[src/rtl/cavlc_pkg.sv]
// Shared definitions for the CAVLC bitstream front end (bit buffer and
// leading-one finder).
package cavlc_pkg;

  localparam int WORD_W      = 32;
  localparam int WIN_W       = 16;
  localparam int BUF_W       = 64;
  localparam int MAX_CONSUME = 16;

  typedef logic [6:0]  level_t;
  typedef logic [4:0]  consume_len_t;
  typedef logic [15:0] win_t;

  // Place a word so that its first bit lands at buffer position 'offset'
  // counted from the MSB; everything below the word stays zero.
  function automatic logic [BUF_W-1:0] align_word(input logic [WORD_W-1:0] word,
                                                  input level_t offset);
    return {word, {WORD_W{1'b0}}} >> offset;
  endfunction

endpackage

[src/rtl/cavlc_bit_buffer.sv]
// Left-aligned 64-bit bitstream buffer. Accepts 32-bit words, presents a
// 16-bit MSB-first window and retires 0..16 bits per cycle.
module cavlc_bit_buffer #(
  parameter int WORD_W = 32,
  parameter int WIN_W  = 16,
  parameter int BUF_W  = 64
) (
  input  logic              Clk,
  input  logic              Rst,
  input  logic              Flush,
  input  logic [WORD_W-1:0] InData,
  input  logic              InValid,
  output logic              InReady,
  input  logic              ConsumeEn,
  input  logic [4:0]        ConsumeLen,
  output logic [WIN_W-1:0]  BitstreamShifted,
  output logic              WinValid,
  output logic [6:0]        Level,
  output logic [31:0]       BitPos,
  output logic              ConsumeErr
);
  import cavlc_pkg::*;

  logic [BUF_W-1:0] buf_q;
  level_t           level_q;
  logic [31:0]      bitpos_q;
  logic             err_q;

  logic             win_valid;
  logic             ready;
  logic             len_over;
  consume_len_t     len_clamped;
  level_t           c;
  logic             fill;
  logic             err_set;
  logic [BUF_W-1:0] buf_next;
  level_t           level_next;

  // Window, handshake and per-cycle consume/fill decisions.
  always_comb begin
    win_valid   = (level_q >= level_t'(WIN_W));
    ready       = !Rst && !Flush && (level_q <= level_t'(WORD_W));
    len_over    = (ConsumeLen > consume_len_t'(MAX_CONSUME));
    len_clamped = len_over ? consume_len_t'(MAX_CONSUME) : ConsumeLen;
    c           = (ConsumeEn && win_valid) ? level_t'(len_clamped) : '0;
    fill        = InValid && ready;
    // An illegal consume (too long, or window not yet full) is flagged
    // even though the too-long case still retires the clamped 16 bits.
    err_set     = ConsumeEn && (!win_valid || len_over);
    // The new word goes right behind the post-consume remainder.
    buf_next    = (buf_q << c) | (fill ? align_word(InData, level_q - c) : '0);
    level_next  = level_q - c + (fill ? level_t'(WORD_W) : '0);
  end

  // Buffer state; reset dominates flush, flush dominates fill/consume.
  always_ff @(posedge Clk) begin
    if (Rst || Flush) begin
      buf_q    <= '0;
      level_q  <= '0;
      bitpos_q <= '0;
      err_q    <= 1'b0;
    end else begin
      buf_q    <= buf_next;
      level_q  <= level_next;
      bitpos_q <= bitpos_q + 32'(c);
      if (err_set) err_q <= 1'b1;
    end
  end

  assign BitstreamShifted = buf_q[BUF_W-1 -: WIN_W];
  assign WinValid         = win_valid;
  assign InReady          = ready;
  assign Level            = level_q;
  assign BitPos           = bitpos_q;
  assign ConsumeErr       = err_q;

endmodule

[config.mk]
export PLATFORM = sky130hd
export DESIGN_NAME = cavlc_bit_buffer
export DESIGN_NICKNAME = d
export VERILOG_FILES = /design/src/rtl/cavlc_pkg.sv /design/src/rtl/cavlc_bit_buffer.sv
export SDC_FILE = /design/constraint.sdc
export NUM_CORES = 1
export LEC_CHECK = 0
export CAP_MARGIN = 10
export CELL_PAD_IN_SITES_DETAIL_PLACEMENT = 1
export CELL_PAD_IN_SITES_GLOBAL_PLACEMENT = 2
export CORE_ASPECT_RATIO = 0.5
export CORE_MARGIN = 2
export CORE_UTILIZATION = 37
export DETAILED_ROUTE_END_ITERATION = 12
export PLACE_DENSITY_LB_ADDON = 0.1
export SLEW_MARGIN = 30
export SYNTH_ARGS = -nofsm -noshare
export SYNTH_HDL_FRONTEND = slang
export SYNTH_SLANG_ARGS = --single-unit
export TNS_END_PERCENT = 100
[constraint.sdc]
create_clock -name Clk -period 7.55 [get_ports Clk]
set_clock_uncertainty 0.05 [all_clocks]
set_input_delay 1.51 -clock Clk [delete_from_list [all_inputs] [get_ports Clk]]
set_output_delay 1.51 -clock Clk [all_outputs]
set_load 0.01 [all_outputs]
==> impl.org <==
** Detailed routing
- In the final routed layout, each cell accounts on average for approximately 29 um.
- Remaining DRCs :: 0
- In the routed layout, each cell is associated on average with a via count of roughly 7.
- The first detailed-routing pass took 6 iterations.
- Detailed Route WL :: 54000 um
- Count of routing violations after the opening detailed-route iteration :: 1558
- Number of vias in the routed layout :: 12.6k
- Number of nets with antenna violations after routing :: 0

** Setup path
- For the worst setup path, the data required time is 7680 ps.
- Kind of critical path :: input pin to flip-flop
- In this run the worst path has a maximum fanout of 23.
- Startpoint Class :: input pin
- The worst setup path is captured at a flip-flop.
- Crit path DAT :: 6690 ps

** Floorplanning
- Vert. Die Dim :: 124 um
- Area of the die :: 30100 um2
- Number of ports placed on the die boundary :: 100
- The die is 243 um wide.
- Cell row count :: 43
- Initial cell density of the core :: 38.0%
- Area of the core region :: 27900 um2

** Layout
- Number of non-filler instances in the completed layout :: 1831
- Post-synthesis to final-layout area growth :: 13.5%
- Ratio of cells with drive above 1 in the final layout :: 10.6%
- At the end of the flow the core is filled with cells to a little over two fifths.
- In the final design database the tool counted 1498 nets.

** Yosys
- Post-synthesis sequential area ratio :: 19.6%
- Yosys top cell area share :: between 10% and 20%
- After synthesis, the most frequently instantiated cells are nand2_1, dfxtp_1, o21ai_0, nand3_1, nor2_1.
- Nets in the synthesized netlist :: 1497
- Counting every instance in the synthesized netlist gives about 1.4k.
- Ys flop type :: dfxtp_1
- Warnings, synthesis :: 0
- Netlist area before placement :: 10600 um2
- Leading cell type by number of instances after synthesis :: nand2_1
- The synthesized design contains 104 register bits.
- Asr flop ratio synth :: 0%
- In this run, synthesis inferred 0 flip-flops with an integrated enable.
- Library cell with the largest summed area after synthesis :: dfxtp_1
- Dividing the synthesized area by the synthesized cell count gives about 7.4 um2.
- Ranking of synthesized cells by area :: dfxtp_1, mux2i_1, o21ai_0
- Number of unique standard cell types used by synthesis :: 81

** Power
- The analysis attributes to cell leakage a power of between 4 and 5 nW.
- Part of the total power dissipated in combinational logic :: 75.7%
- Max VDD drop :: roughly 0.00022 V
- Power share of the sequential group :: 14.7%
- Net Sw Power :: 0.00338 W
- Clock share of power :: a little under a tenth
- For this design the ratio of total power to cell area is 459 nW/um2.
- Int Pwr :: 0.00215 W
- Net switching fraction of the power :: 61.1%

** Clock tree
- Worst-path clk slew :: 80 ps
- Cts bufs inserted :: 9
- Resized cells post-CTS :: 0
- Insertion delay to the later sink of the worst-skew pair :: 390 ps
- The tree built by TritonCTS fans out to around 100 sinks.
- TritonCTS clock tree :: done
- In this run, post-CTS hold repair placed 0 buffers.
- In this run the deepest clock path goes through 2 buffers.
- Buffers added to address setup during post-CTS repair amount to 0.
- The H-tree was split into 3 levels.
- CTS Root Buffer Type :: clkbuf_16

** STA
- Worst-case headroom to the max-slew limit :: between 20% and 30%
- Final setup vio count :: 0
- The final number of max-transition violations is 0.
- Final min period :: 6560 ps
- Total negative slack for setup checks :: 0 ps
- Hold Fails Final Rpt :: 0
- At the pin with the least slew margin, the transition time is 1040 ps.
- In the finished design, the share of the clock period the worst path needs comes to 86.9%.
- Highest achievable clock rate :: 0.152 GHz
- Worst hold margin :: 434 ps
- Unrepaired setup endpoints after global routing :: no

** Placed design
- # port buffers :: 99
- The congestion estimate from routability-driven global placement came to 0.990.
- Total placed cells including tap cells :: 1814
- Once detailed placement completed, the half-perimeter wirelength came to 40500 um.

** Global routing
- The first global-routing pass estimated roughly 80000 um of wire.
- Overall global routing resource usage :: 35.1%
- Pin count of the biggest net entering global routing :: 64
- The initial antenna violation count was 5.
- Vias in the first global route :: 11.9k
- Grt ovf :: 0

** Outcome
- The flow ran to the end, and the final reports show no timing, DRC or antenna violations.

** Hold path
- The worst hold path belongs to the class flip-flop to flip-flop.

** Flow run
- Across the run, the number of max-cap violations was 0.
[routing by layer]
layer	part of all wire, %	global-route usage [%]	wire length (um)
met1	48	53.2	25700
met2	39	48.8	21200
met3	12	9.67	6220
met4	1.5	6.75	803
met5	0.050	0	27
[sequential cells by signal (all words and copies together) (netlist names)]
register    count
BitPos         32
buf_q          64
ConsumeErr      1
Level           7
[placed cells by master (no fill, tap or decap), drive strengths merged, types with 7 or more instances in the layout]
cell type | netlist | final
ha | 11 | 11
a211o | 7 | 7
clkbuf | 75 | 11
mux4 | 21 | 21
nand2 | 121 | 121
o221ai | 13 | 13
inv | 30 | 32
mux2 | 43 | 43
and3 | 19 | 19
a21oi | 89 | 89
or3 | 11 | 11
dfxtp | 104 | 104
a31oi | 53 | 53
xnor2 | 12 | 12
a32oi | 9 | 9
o211ai | 45 | 45
o21ai | 112 | 112
nor3 | 65 | 65
nand4 | 33 | 33
xor2 | 10 | 10
nor2 | 98 | 98
buf | 76 | 43
a22oi | 44 | 44
clkdlybuf4s50 | 0 | 98
o22ai | 33 | 33
nand3 | 100 | 100
a211oi | 16 | 16
mux2i | 79 | 79
and2 | 14 | 14
[final cells by class]
type	count	area [um2]
clock inverters	5	63.8
repair buffers	141	1300
fillers	3405	15900
multi-input cells	1157	7760
flip-flops and latches	104	2080
diodes	1	2.50
inverters	30	113
well taps	382	478
clock buffers	11	243
[metrics by stage]
| step | power (W) | area, um2 | setup slack [ps] |
|---|---|---|---|
| global placement | 0.00476 | 11700 | 960 |
| global route | 0.00569 | 12000 | 965 |
| detailed placement | 0.00479 | 11700 | 887 |
| CTS | 0.00533 | 12000 | 1280 |
| finish | 0.00553 | 12000 | 991 |
| floorplan | 0.00331 | 10600 | 2620 |
[logic make-up (layout without fill, tap and decap cells)]
family	after synthesis	in the layout	synth area share, %
XOR/XNOR	22	22	1.82
multiplexers	143	143	16.5
AO/OA/AOI/OAI	486	486	29.8
other	0	1	0
flip-flops	104	104	19.6
adder cells (fa/ha/maj)	13	13	1.67
buffers and inverters	181	187	7.78
AND/OR/NAND/NOR	493	493	22.7
[worst max-delay path: stages]
cell             delay (ps)
clkdlybuf4s50_1         460
buf_4                   180
and3b_1                 370
nand3_2                 450
inv_2                   550
fa_2                    400
and2b_1                 220
o21ai_0                 240
or3b_2                  530
nand2_1                 290
buf_4                   370
nand2_1                  90
a31oi_1                 640
o221ai_1                380
[worst paths after layout]
check | from | end | slack [ps] | cells past startpoint
worst max-delay path | ConsumeEn | buf_q[12] | 990 | 14
worst min-delay path | ConsumeErr | ConsumeErr | 430 | 2
worst max register to register | Level[5] | buf_q[12] | 2140 | 14
worst min register to register | ConsumeErr | ConsumeErr | 430 | 2
[power groups by stage]
stage	Clock, W	Sequential, W	Combinational [W]
5_1_grt	0.000555	0.000818	0.00432
6_report	0.000531	0.000815	0.00418
4_1_cts	0.000534	0.000803	0.00399
3_3_place_gp	0	0.000814	0.00395
2_1_floorplan	0	0.000735	0.00257
3_5_place_dp	0	0.000815	0.00398
No activity file was read; power rests on OpenSTA's default activity.
